**config.mk**
```make
export PLATFORM = sky130hd
export DESIGN_NAME = mem_arb_ctrl_flat
export DESIGN_NICKNAME = d
export VERILOG_FILES = /design/src/rtl/mem_arb_ctrl_pkg.sv /design/src/rtl/mem_arb_ctrl_if.sv /design/src/rtl/mem_arb_ctrl_stall_ctrl.sv /design/src/rtl/mem_arb_ctrl.sv /design/src/flat_wrapper.sv
export SDC_FILE = /design/constraint.sdc
export NUM_CORES = 1
export LEC_CHECK = 0
export ABC_AREA = 1
export BUFFER_PORTS_ARGS = -buffer_cell sky130_fd_sc_hd__buf_4
export CAP_MARGIN = 30
export CORE_MARGIN = 4
export CORE_UTILIZATION = 49
export CTS_CLUSTER_SIZE = 12
export DETAILED_ROUTE_END_ITERATION = 7
export HOLD_SLACK_MARGIN = 0.02
export PLACE_DENSITY = 0.85
export SLEW_MARGIN = 30
export SYNTH_ARGS = -nofsm -noshare
export SYNTH_HDL_FRONTEND = slang
export SYNTH_SLANG_ARGS = --single-unit
```
**constraint.sdc**
```tcl
create_clock -name clk -period 3.2 [get_ports clk]
set_input_delay 0.64 -clock clk [delete_from_list [all_inputs] [get_ports clk]]
set_output_delay 0.64 -clock clk [all_outputs]
set_load 0.01 [all_outputs]
```
**src/rtl/mem_arb_ctrl_pkg.sv**
```systemverilog
// Shared definitions for the memory bus arbiter: stall bit positions, stall
// vectors and the arbiter FSM state encoding.
package mem_arb_ctrl_pkg;

    localparam int STALL_BIT_PC    = 0;
    localparam int STALL_BIT_IF_ID = 1;
    localparam int STALL_BIT_ID_EX = 2;
    localparam int STALL_BIT_EX_MEM = 3;
    localparam int STALL_BIT_MEM_WB = 4;
    localparam int STALL_BIT_WB    = 5;

    typedef logic [STALL_BIT_WB:0] stall_t;

    // Each stall source freezes its own stage and every stage upstream of it.
    localparam stall_t STALL_NONE = '0;
    localparam stall_t STALL_IF   = stall_t'((1 << STALL_BIT_PC) | (1 << STALL_BIT_IF_ID));
    localparam stall_t STALL_ID   = STALL_IF  | stall_t'(1 << STALL_BIT_ID_EX);
    localparam stall_t STALL_EX   = STALL_ID  | stall_t'(1 << STALL_BIT_EX_MEM);
    localparam stall_t STALL_MEM  = STALL_EX  | stall_t'(1 << STALL_BIT_MEM_WB);

    typedef enum logic [1:0] {
        ST_IDLE   = 2'd0,
        ST_GNT_IF = 2'd1,
        ST_GNT_DM = 2'd2
    } arb_state_t;

endpackage

```
**src/rtl/mem_arb_ctrl_if.sv**
```systemverilog
// Pipeline-side request/ack signals, stall inputs/outputs and the external bus
// of the memory arbiter; master = arbiter view, slave = surrounding logic.
interface mem_arb_ctrl_if;
    import mem_arb_ctrl_pkg::*;

    logic        if_req;
    logic [31:0] if_addr;
    logic [31:0] if_rdata;
    logic        if_ack;

    logic        dm_req;
    logic        dm_we;
    logic [3:0]  dm_sel;
    logic [31:0] dm_addr;
    logic [31:0] dm_wdata;
    logic [31:0] dm_rdata;
    logic        dm_ack;

    logic        stallreq_id;
    logic        stallreq_ex;
    stall_t      stall;

    logic        bus_cyc;
    logic        bus_we;
    logic [3:0]  bus_sel;
    logic [31:0] bus_addr;
    logic [31:0] bus_wdata;
    logic [31:0] bus_rdata;
    logic        bus_ack;
    logic        bus_err;

    modport master (
        input  if_req, if_addr, dm_req, dm_we, dm_sel, dm_addr, dm_wdata,
               stallreq_id, stallreq_ex, bus_rdata, bus_ack,
        output if_rdata, if_ack, dm_rdata, dm_ack, stall,
               bus_cyc, bus_we, bus_sel, bus_addr, bus_wdata, bus_err
    );

    modport slave (
        output if_req, if_addr, dm_req, dm_we, dm_sel, dm_addr, dm_wdata,
               stallreq_id, stallreq_ex, bus_rdata, bus_ack,
        input  if_rdata, if_ack, dm_rdata, dm_ack, stall,
               bus_cyc, bus_we, bus_sel, bus_addr, bus_wdata, bus_err
    );

endinterface

```
**src/rtl/mem_arb_ctrl_stall_ctrl.sv**
```systemverilog
// Priority merge of the four pipeline stall sources into the per-stage
// stall vector; the most downstream source wins.
module stall_ctrl
    import mem_arb_ctrl_pkg::*;
(
    input  logic   dm_pending,
    input  logic   stallreq_ex,
    input  logic   stallreq_id,
    input  logic   if_pending,
    output stall_t stall
);

    always_comb begin
        if (dm_pending)       stall = STALL_MEM;
        else if (stallreq_ex) stall = STALL_EX;
        else if (stallreq_id) stall = STALL_ID;
        else if (if_pending)  stall = STALL_IF;
        else                  stall = STALL_NONE;
    end

endmodule

```
**src/rtl/mem_arb_ctrl.sv**
```systemverilog
// Single-master bus arbiter between instruction fetch and MEM-stage data
// accesses, plus the pipeline stall merge. `MEM_ARB_TIMEOUT_EN adds a bus watchdog.
module mem_arb_ctrl
    import mem_arb_ctrl_pkg::*;
#(
    parameter int TIMEOUT_CYC = 255
) (
    input  logic           clk,
    input  logic           rst,
    mem_arb_ctrl_if.master arb
);

    arb_state_t state, state_nxt;
    logic       prio_if;
    logic       load_if, load_dm, fin_if, fin_dm, done, abort;
    logic       timeout_hit;
    logic       if_pending, dm_pending;

    // A request whose ack is showing this cycle is already served; masking it
    // keeps the IDLE cycle after completion from re-granting the same access.
    assign if_pending = rst && arb.if_req && !arb.if_ack;
    assign dm_pending = rst && arb.dm_req && !arb.dm_ack;
    assign arb.bus_cyc = (state != ST_IDLE);

`ifdef MEM_ARB_TIMEOUT_EN
    localparam int CW = $clog2(TIMEOUT_CYC + 1);
    logic [CW-1:0] wait_cnt;

    // Abort on the edge where the count would reach the limit; an ack there wins.
    assign timeout_hit = arb.bus_cyc && !arb.bus_ack && (wait_cnt == CW'(TIMEOUT_CYC - 1));

    always_ff @(posedge clk) begin
        if (!rst)                      wait_cnt <= '0;
        else if (load_if || load_dm)   wait_cnt <= '0;
        else if (arb.bus_cyc && !arb.bus_ack) wait_cnt <= wait_cnt + CW'(1);
    end
`else
    // Watchdog disabled: a bus cycle waits for its ack indefinitely.
    assign timeout_hit = (TIMEOUT_CYC < 0);
`endif

    // NOTE: sequential state uses non-blocking assignments so every register
    // samples pre-edge values regardless of process evaluation order.
    always_ff @(posedge clk) begin
        if (!rst) state <= ST_IDLE;
        else      state <= state_nxt;
    end

    // NOTE: defaulting every combinational output first keeps each path
    // assigned, so no latch is inferred.
    always_comb begin
        state_nxt = state;
        unique case (state)
            ST_IDLE: begin
                if (dm_pending && !(if_pending && prio_if)) state_nxt = ST_GNT_DM;
                else if (if_pending)                        state_nxt = ST_GNT_IF;
            end
            ST_GNT_IF, ST_GNT_DM: begin
                if (arb.bus_ack || timeout_hit) state_nxt = ST_IDLE;
            end
            default: state_nxt = ST_IDLE;
        endcase
    end

    always_comb begin
        load_if = (state == ST_IDLE) && (state_nxt == ST_GNT_IF);
        load_dm = (state == ST_IDLE) && (state_nxt == ST_GNT_DM);
        done    = arb.bus_cyc && (arb.bus_ack || timeout_hit);
        fin_if  = done && (state == ST_GNT_IF);
        fin_dm  = done && (state == ST_GNT_DM);
        abort   = timeout_hit;
    end

    always_ff @(posedge clk) begin
        if (!rst) begin
            prio_if       <= 1'b0;
            arb.if_ack    <= 1'b0;
            arb.dm_ack    <= 1'b0;
            arb.bus_err   <= 1'b0;
            arb.bus_we    <= 1'b0;
            arb.bus_sel   <= '0;
            arb.bus_addr  <= '0;
            arb.bus_wdata <= '0;
            arb.if_rdata  <= '0;
            arb.dm_rdata  <= '0;
        end else begin
            prio_if     <= fin_dm;
            arb.if_ack  <= fin_if;
            arb.dm_ack  <= fin_dm;
            arb.bus_err <= abort;
            if (load_if) begin
                arb.bus_we    <= 1'b0;
                arb.bus_sel   <= 4'hF;
                arb.bus_addr  <= arb.if_addr;
                arb.bus_wdata <= '0;
            end else if (load_dm) begin
                arb.bus_we    <= arb.dm_we;
                arb.bus_sel   <= arb.dm_sel;
                arb.bus_addr  <= arb.dm_addr;
                arb.bus_wdata <= arb.dm_wdata;
            end
            if (fin_if) arb.if_rdata <= abort ? '0 : arb.bus_rdata;
            if (fin_dm) begin
                if (abort)            arb.dm_rdata <= '0;
                else if (!arb.bus_we) arb.dm_rdata <= arb.bus_rdata;
            end
        end
    end

    stall_ctrl u_stall_ctrl (
        .dm_pending  (dm_pending),
        .stallreq_ex (rst && arb.stallreq_ex),
        .stallreq_id (rst && arb.stallreq_id),
        .if_pending  (if_pending),
        .stall       (arb.stall)
    );

endmodule

```
**src/flat_wrapper.sv**
```systemverilog
// flat-port wrapper written by rule: the top's interface ports become plain ports
module mem_arb_ctrl_flat import mem_arb_ctrl_pkg::*;
#(
    parameter int TIMEOUT_CYC = 255
)
  (clk, rst, arb_if_req, arb_if_addr, arb_dm_req, arb_dm_we, arb_dm_sel, arb_dm_addr, arb_dm_wdata, arb_stallreq_id, arb_stallreq_ex, arb_bus_rdata, arb_bus_ack, arb_if_rdata, arb_if_ack, arb_dm_rdata, arb_dm_ack, arb_stall, arb_bus_cyc, arb_bus_we, arb_bus_sel, arb_bus_addr, arb_bus_wdata, arb_bus_err);
  mem_arb_ctrl_if arb_i ();
  input  logic clk;
  input  logic rst;
  input wire logic [$bits(arb_i.if_req)-1:0] arb_if_req;
  input wire logic [$bits(arb_i.if_addr)-1:0] arb_if_addr;
  input wire logic [$bits(arb_i.dm_req)-1:0] arb_dm_req;
  input wire logic [$bits(arb_i.dm_we)-1:0] arb_dm_we;
  input wire logic [$bits(arb_i.dm_sel)-1:0] arb_dm_sel;
  input wire logic [$bits(arb_i.dm_addr)-1:0] arb_dm_addr;
  input wire logic [$bits(arb_i.dm_wdata)-1:0] arb_dm_wdata;
  input wire logic [$bits(arb_i.stallreq_id)-1:0] arb_stallreq_id;
  input wire logic [$bits(arb_i.stallreq_ex)-1:0] arb_stallreq_ex;
  input wire logic [$bits(arb_i.bus_rdata)-1:0] arb_bus_rdata;
  input wire logic [$bits(arb_i.bus_ack)-1:0] arb_bus_ack;
  output wire logic [$bits(arb_i.if_rdata)-1:0] arb_if_rdata;
  output wire logic [$bits(arb_i.if_ack)-1:0] arb_if_ack;
  output wire logic [$bits(arb_i.dm_rdata)-1:0] arb_dm_rdata;
  output wire logic [$bits(arb_i.dm_ack)-1:0] arb_dm_ack;
  output wire logic [$bits(arb_i.stall)-1:0] arb_stall;
  output wire logic [$bits(arb_i.bus_cyc)-1:0] arb_bus_cyc;
  output wire logic [$bits(arb_i.bus_we)-1:0] arb_bus_we;
  output wire logic [$bits(arb_i.bus_sel)-1:0] arb_bus_sel;
  output wire logic [$bits(arb_i.bus_addr)-1:0] arb_bus_addr;
  output wire logic [$bits(arb_i.bus_wdata)-1:0] arb_bus_wdata;
  output wire logic [$bits(arb_i.bus_err)-1:0] arb_bus_err;
  assign arb_i.if_req = arb_if_req;
  assign arb_i.if_addr = arb_if_addr;
  assign arb_i.dm_req = arb_dm_req;
  assign arb_i.dm_we = arb_dm_we;
  assign arb_i.dm_sel = arb_dm_sel;
  assign arb_i.dm_addr = arb_dm_addr;
  assign arb_i.dm_wdata = arb_dm_wdata;
  assign arb_i.stallreq_id = arb_stallreq_id;
  assign arb_i.stallreq_ex = arb_stallreq_ex;
  assign arb_i.bus_rdata = arb_bus_rdata;
  assign arb_i.bus_ack = arb_bus_ack;
  assign arb_if_rdata = arb_i.if_rdata;
  assign arb_if_ack = arb_i.if_ack;
  assign arb_dm_rdata = arb_i.dm_rdata;
  assign arb_dm_ack = arb_i.dm_ack;
  assign arb_stall = arb_i.stall;
  assign arb_bus_cyc = arb_i.bus_cyc;
  assign arb_bus_we = arb_i.bus_we;
  assign arb_bus_sel = arb_i.bus_sel;
  assign arb_bus_addr = arb_i.bus_addr;
  assign arb_bus_wdata = arb_i.bus_wdata;
  assign arb_bus_err = arb_i.bus_err;
  mem_arb_ctrl #(.TIMEOUT_CYC(TIMEOUT_CYC)) u_core (.clk(clk), .rst(rst), .arb(arb_i));
endmodule
```
==> impl_results.md, run 1 <==
- Ant. Diodes: 0
- Vias in the first global route: about 5,400
- Part of the Yosys area used for sequential elements: 48.40%
- Ordered cell list for the critical path: inv_1 > ha_1 > nand3_1 > nand2_1 > nand2_2 > nor2_4 > nand2_4 > nand2_2 > inv_2 > nor2_1 > nor2_1
- Number of primary I/O pins: around 280
- Clock transition time at the flip-flop clock pins of the worst setup and hold paths: about 0.070 ns
- Period utilization: between 70% and 80%
- Clock network fraction of design power: 40.7%
- Drt total wl: ~18 mm
- Average size of a mapped cell: a little over 7 sq um
- Vertical extent of the die: 115.5 microns
- Launching element type of the critical path: flop
- Part of the total power dissipated in combinational logic: between 10% and 20%
- Sequential cell fraction of total power: between 30% and 40%
- Net switching share of the total power: ~30%
- Most frequent cells in the layout: sky130_fd_sc_hd__buf_4, sky130_fd_sc_hd__nand2_1, sky130_fd_sc_hd__dfxtp_1, sky130_fd_sc_hd__nor2_1, sky130_fd_sc_hd__nand3_1
- DR vias/cell: 5.071
- Post-synthesis share of cell area spent on full adders, half adders and majority gates: 0.8832%
- Hold bufs inserted after CTS: 0
- Pin count of the biggest net entering global routing: 67
- Instance count after placement with tap cells included: approximately 1,200
- Area Growth Syn to Fin: 47.54%
- Depth of the CTS H-tree: 4
- Worst R2R Setup Slack: between 0.9 and 1 ns
- Number of design rule violations left after detail routing: 0
- Fmax achieved: roughly 0.44 GHz
- Number of storage elements in the synthesis netlist: 137
- Actual slew at the worst max-slew pin: 0.7091 ns
- Number of routed nets with antenna violations: 0
- DR pass1 iterations: 5
- Multi-input combinational cell area: 2571 sq um
- Number of I/O port buffers: 280
- Clock period minus final worst setup slack: 2.272 ns
- Antenna violations before repair: 0
- Final weighted congestion of routability-driven global placement: approximately 0.87
- Wire length of the first global-routing pass: between 20 and 30 mm
- Total power after layout: around 4.7 mW
- Number of buffers on the longest clock path: 2
- Filler cell count: between 900 and 1,000
- Count of pins over their slew limit: 0
- Setup total negative slack: 0 ns
- Worst clock skew: ~0.012 ns
- Mux cell area share after synthesis: 0%
- Starting utilization of the core area: about 50%
- Crit path capture type: flop
- Number of rows in the core area: 39
- Required @ worst endpoint: 3.54 ns
- P_leak: between 4 and 5 nW
- Die width: between 100 and 150 microns
- Area fraction in compound gates after synthesis: 9.097%
- Area enclosed by the die boundary: between 10,000 and 15,000 sq um
- Clock latency on the worst-skew pair: about 0.41 ns
- Int Power: ~3.3 mW
- Run status: finished clean
- Worst Path Class, Setup: flop to flop
- Layout net count: roughly 1,200
- Max-Cap Viols: 0
- CTS tree: yes
- Total via count in the routed design: slightly above 6,000
- Worst-case headroom to the max-slew limit: a little over half
- All-layer global routing usage: about a quarter
- Gates resized, CTS repair: 0
- Post-route non-filler standard cell count: 1,192
- Power density of the placed cells: between 500 and 600 nW/um^2
- Setup repair after global routing missed its margin: false
- Sequential Area: 2743 sq um
- Number of buffers inserted to repair setup after CTS: 0
- Peak supply drop: between 0.4 and 0.5 mV
- Largest family of logic cells by synthesized area: simple AND/OR/NAND/NOR gates
- Crit path max-delay cell type: sky130_fd_sc_hd__inv_2
- Number of distinct library cells after synthesis: 20
- Final Setup Violations: 0
- Gr ovfl total: 0
- Most common cell after layout, fill and taps aside: sky130_fd_sc_hd__buf_4
- Number of buffers inserted during clock tree synthesis: 17
- Netlist area before placement: approximately 5700 sq um
- Type of the tightest min-delay check: primary input to flop
- Fraction of final layout cells sized beyond drive strength 1: 32.32%
- Routed WL per cell: 15.14 microns
- Core area: 11,370 sq um
- Share of the synthesized netlist area taken by xor and xnor gates: 0%
- CP Data Arrival Time: roughly 2.6 ns
- Switching power total: approximately 1.4 mW
- Critical path fanouts, max: 37
- Longest individual stage delay on the worst path: about 0.44 ns
- Clock tree sinks: approximately 140
- Hold violation total from the final report: 0
- Yosys Warn Count: 0
- Final HPWL DP: 12.81 mm
- Synth Area in Simple Gates: a little over a third
- Number of instances in the synthesized netlist: 784
- Root Buffer: sky130_fd_sc_hd__clkbuf_16
- Starting DRT DRC Count: about 410
## flip-flops by register name, indices dropped and copies added, names as in the netlist
register              cells
u_core.arb.if_rdata      32
u_core.arb.bus_addr      32
u_core.prio_if            1
u_core.arb.dm_rdata      32
u_core.state              2
u_core.arb.bus_wdata     32
u_core.arb.bus_we         1
u_core.arb.bus_sel        4
u_core.arb.if_ack         1
## layer usage
metal	vias to the layer above	global-route usage, %	share of wire (%)
met5	-	0	0
met4	0	10.41	2.7
met3	30	7.520	10
met2	277	42.82	49
met1	2721	31.51	39
li1	3017	-	-
## area by class of cell
cell class                 count  area share (%)
clock buffer                  18           5.253
clock inverter                14           1.871
inverter                      16          0.7183
multi-input combinational    571           30.75
sequential                   137           32.80
tap                          143           2.140
timing repair buffer         293           26.46
## critical path, delay by kind of cell, from the launching register on
kind	cells	cell delay (ns)
fa+ha+maj	1	0.32
flops	1	0.39
simple gates	8	0.95
buf+inv	2	0.54
## worst paths after layout
kind	startpoint	to	depth (start not counted)
setup reg to reg	u_core.state[0]	u_core.arb.bus_addr[23]	11
hold reg to reg	u_core.arb.bus_wdata[20]	u_core.arb.bus_wdata[20]	2
hold / removal	arb_bus_rdata[20]	u_core.arb.dm_rdata[20]	3
setup / recovery	u_core.state[0]	u_core.arb.bus_addr[23]	11
## power by group through the flow
stage | clock [mW] | combinational (mW) | sequential [mW]
floorplan | 0 | 0.454 | 1.97
global placement | 0 | 0.913 | 1.91
detailed placement | 0 | 0.921 | 1.92
CTS | 1.95 | 0.927 | 1.88
global route | 2.03 | 1.02 | 1.89
finish | 1.92 | 0.922 | 1.88
## through the flow
| step | hold WS (ns) | utilization (%) | setup WS, ns | instance area [sq um] |
|---|---|---|---|---|
| 2_1_floorplan | 0.4830 | - | 1.107 | 5670 |
| 3_3_place_gp | 0.4486 | 68.30 | 0.7865 | 7765 |
| 3_5_place_dp | 0.4521 | 68.30 | 0.7769 | 7765 |
| 4_1_cts | 0.4461 | 73.53 | 0.9313 | 8361 |
| 5_1_grt | 0.4567 | 73.53 | 0.7049 | 8361 |
| 6_report | 0.4582 | 73.53 | 0.9283 | 8361 |
## synth_stat cells (all sizes together)
cell	count	area, sq um
a21oi	70	350.3
nand3	73	375.4
nand2	221	854.6
nor2	136	528.0
inv	16	60.06
o21ai	33	165.2
conb	1	3.750
nand3b	32	240.2
buf	35	198.9
ha	4	50.05
clkbuf	26	97.59
dfxtp	137	2743
## logic make-up after synthesis
logic type | after synthesis
DFF | 137
AOI/OAI and AO/OA | 103
buffers and inverters | 77
adders and majority gates | 4
and+or+nand+nor | 462
other | 1
No activity file was read; power rests on OpenSTA's default activity.
==> inputs of run 2 (changes only) <==
- CORE_UTILIZATION: 49 -> 46
- PLACE_DENSITY: 0.85 -> 0.8
- clock period: 3.2 -> 2.15 ns (I/O delays scaled with it)
==> run 2 against run 1 <==
Worst setup slack got worse by 0.74 ns. Routed wire length increased by 1.6%. Clock power increased by 36%. Critical path depth increased by 2. Worst hold slack got worse by 0.21 ns. First-iteration DRC count increased by 29%. Count of clock-buffer cells in the layout increased by 2. Via count decreased by 0.12%. Clock skew decreased by 0.0057 ns. Non-clock buffer count increased by 6. Die area increased by 6.1%. Power increased by 45%.
==> impl_results.md, run 2 (synthesis gave the netlist of run 1 again) <==
- Depth of the CTS H-tree: 4 (unchanged)
- Worst clock skew: 0.005791 ns (-0.005712 ns)
- Most frequent cells in the layout: sky130_fd_sc_hd__buf_4, sky130_fd_sc_hd__nand2_1, sky130_fd_sc_hd__dfxtp_1, sky130_fd_sc_hd__nor2_1, sky130_fd_sc_hd__nand3_1
- Routed WL per cell: 15.25 microns (+0.75%)
- Int Power: 4.920 mW (+48%)
- Worst Path Class, Setup: flop to flop
- Clock network fraction of design power: 38.1% (-2.6 points)
- Layout net count: 1,186 (+0.51%)
- Area enclosed by the die boundary: 14,160 sq um (+6.1%)
- Run status: finished clean
- Clock latency on the worst-skew pair: 0.42 ns (about the same)
- Worst-case headroom to the max-slew limit: 55.80% (+3.2 points)
- Number of design rule violations left after detail routing: 0 (unchanged)
- Launching element type of the critical path: flop
- Final HPWL DP: 12.66 mm (-1.2%)
- Cell depth of the worst hold path: 3 (unchanged)
- Root Buffer: sky130_fd_sc_hd__clkbuf_16
- Hold endpoint: u_core.arb.dm_rdata[17]
- Core area: 12,010 sq um (+5.6%)
- Starting DRT DRC Count: 524 (+29%)
- Placed inst area: 7870 sq um (+1.4%)
- Drt total wl: 18.33 mm (+1.6%)
- Number of buffers on the longest clock path: 2 (unchanged)
- Gr ovfl total: 0 (unchanged)
- Number of I/O port buffers: 280 (unchanged)
- Worst hold start: arb_bus_rdata[17]
- Total via count in the routed design: 6,038 (-0.12%)
- Number of primary I/O pins: 283 (unchanged)
- End of the worst register-to-register path: u_core.arb.bus_addr[3]
- Vias in the first global route: 5,811 (+6.9%)
- CP Data Arrival Time: 2.26 ns (-0.35 ns)
- Power density of the placed cells: 811.8 nW/um^2 (+44%)
- Net switching share of the total power: 28.20% (-1.7 points)
- Clock tree sinks: 137 (unchanged)
- Most common cell after layout, fill and taps aside: sky130_fd_sc_hd__buf_4
- Ant. Diodes: 0 (unchanged)
- Clock transition time at the flip-flop clock pins of the worst setup and hold paths: 0.06 ns (about the same)
- R2r worst-path depth: 13 (+2)
- Critical path fanouts, max: 32 (-14%)
- Pin count of the biggest net entering global routing: 72 (+7.5%)
- Wire length of the first global-routing pass: 29.13 mm (+6.3%)
- Crit path capture type: flop
- All-layer global routing usage: 25.24% (-0.56 points)
- Fraction of final layout cells sized beyond drive strength 1: 32.61% (+0.29 points)
- Period utilization: 91.13% (+20 points)
- Number of routed nets with antenna violations: 0 (unchanged)
- Starting utilization of the core area: 47.18% (-2.7 points)
- Fmax achieved: 0.5104 GHz (+16%)
- DR pass1 iterations: 8 (+3)
- Count of pins over their slew limit: 0 (unchanged)
- Antenna violations before repair: 0 (unchanged)
- DR vias/cell: 5.023 (-0.95%)
- Type of the tightest min-delay check: primary input to flop
- Max-Cap Viols: 0 (unchanged)
- Number of rows in the core area: 40 (+2.6%)
- Die width: 119.0 microns (+3.0%)
- Final Setup Violations: 0 (unchanged)
- Number of buffers inserted during clock tree synthesis: 17 (unchanged)
- Part of the total power dissipated in combinational logic: 21.0% (+1.5 points)
- Hold violation total from the final report: 0 (unchanged)
- Setup total negative slack: 0 ns (unchanged)
- Vertical extent of the die: 119.0 microns (+3.0%)
- Switching power total: 1.932 mW (+37%)
- Area Growth Syn to Fin: 48.95%
- Clock period minus final worst setup slack: 1.959 ns (-0.3124 ns)
- Required @ worst endpoint: 2.45 ns (-1.09 ns)
- Final weighted congestion of routability-driven global placement: 0.8376 (-3.2%)
- Peak supply drop: 0.4829 mV (+14%)
- Sequential cell fraction of total power: 40.9% (+1.1 points)
- P_leak: 4.114 nW (+0.83%)
- Worst R2R Setup Slack: 0.19 ns (-0.74 ns)
- Startpoint of the most critical register-to-register path: u_core.state[0]
- Final Instance Area: 8441 sq um (+0.96%)
- CTS tree: yes
- Setup repair after global routing missed its margin: false
- Actual slew at the worst max-slew pin: 0.6630 ns (-0.04612 ns)
## run 2: critical path, stage by stage (launching register included)
cell,delay [ns]
sky130_fd_sc_hd__dfxtp_1,0.38
sky130_fd_sc_hd__inv_1,0.09
sky130_fd_sc_hd__ha_1,0.31
sky130_fd_sc_hd__nand3_1,0.09
sky130_fd_sc_hd__nand2_1,0.07
sky130_fd_sc_hd__nand2_2,0.12
sky130_fd_sc_hd__nand2_2,0.09
sky130_fd_sc_hd__inv_2,0.08
sky130_fd_sc_hd__nand2_4,0.08
sky130_fd_sc_hd__nand2_2,0.12
sky130_fd_sc_hd__inv_2,0.05
sky130_fd_sc_hd__buf_12,0.16
sky130_fd_sc_hd__nor2_1,0.12
sky130_fd_sc_hd__nor2_1,0.07
## run 2: worst max path at each step
stage | from | end | slack, ns | cells past startpoint
after floorplan | u_core.state[0] | u_core.arb.dm_rdata[10] | 0.39 | 9
after global placement | u_core.state[1] | u_core.arb.bus_addr[0] | 0.28 | 12
after detailed placement | u_core.state[0] | u_core.arb.bus_addr[10] | 0.21 | 11
after CTS | u_core.state[1] | u_core.arb.bus_addr[3] | 0.17 | 11
after global routing | u_core.state[0] | u_core.arb.bus_addr[5] | 0.002 | 13
final | u_core.state[0] | u_core.arb.bus_addr[3] | 0.19 | 13
## run 2: timing repair
| action | in CTS | in global routing |
|---|---|---|
| hold buffers | 0 | 0 |
| endpoints found under the setup margin | 0 | 7 |
| setup buffers | 0 | 0 |
| resized for setup | 0 | 3 |
## run 2: area by class of cell
class                   count  area, sq um
flip-flops and latches    137         2744
multi-input cells         571         2571
clock buffers              20        456.7
repair buffers            299         2349
inverters                  16        60.06
fillers                  1033         3571
well taps                 147        183.9
clock inverters            12        76.32
## run 2: power groups by stage
stage / Sequential (mW) / Clock [mW] / Combinational (mW)
after CTS: 2.80 / 2.66 / 1.42
after global routing: 2.82 / 2.78 / 1.58
after global placement: 2.85 / 0 / 1.40
after floorplan: 2.93 / 0 / 0.675
final: 2.80 / 2.61 / 1.44
after detailed placement: 2.85 / 0 / 1.41
## run 2: per-stage QoR
step	hold slack (ns)	worst slack (ns)	util, %	instances	total power, mW
after floorplan	0.4830	0.3882	-	785	3.600
after global placement	0.4490	0.2784	65.52	1169	4.252
after detailed placement	0.4532	0.2148	65.52	1169	4.269
after CTS	0.2282	0.1670	69.96	1201	6.886
after global routing	0.2379	0.002345	70.27	1202	7.186
final	0.2472	0.1907	70.27	1202	6.852
## run 2: layer usage
metal  GRT usage (%)  vias to the layer above  share of wire (%)
met1           30.64                     2729                 41
met3           8.405                       39                8.1
met4           11.51                        0                3.1
met5               0                        -                  0
li1                -                     3023                  -
met2           40.48                      247                 48
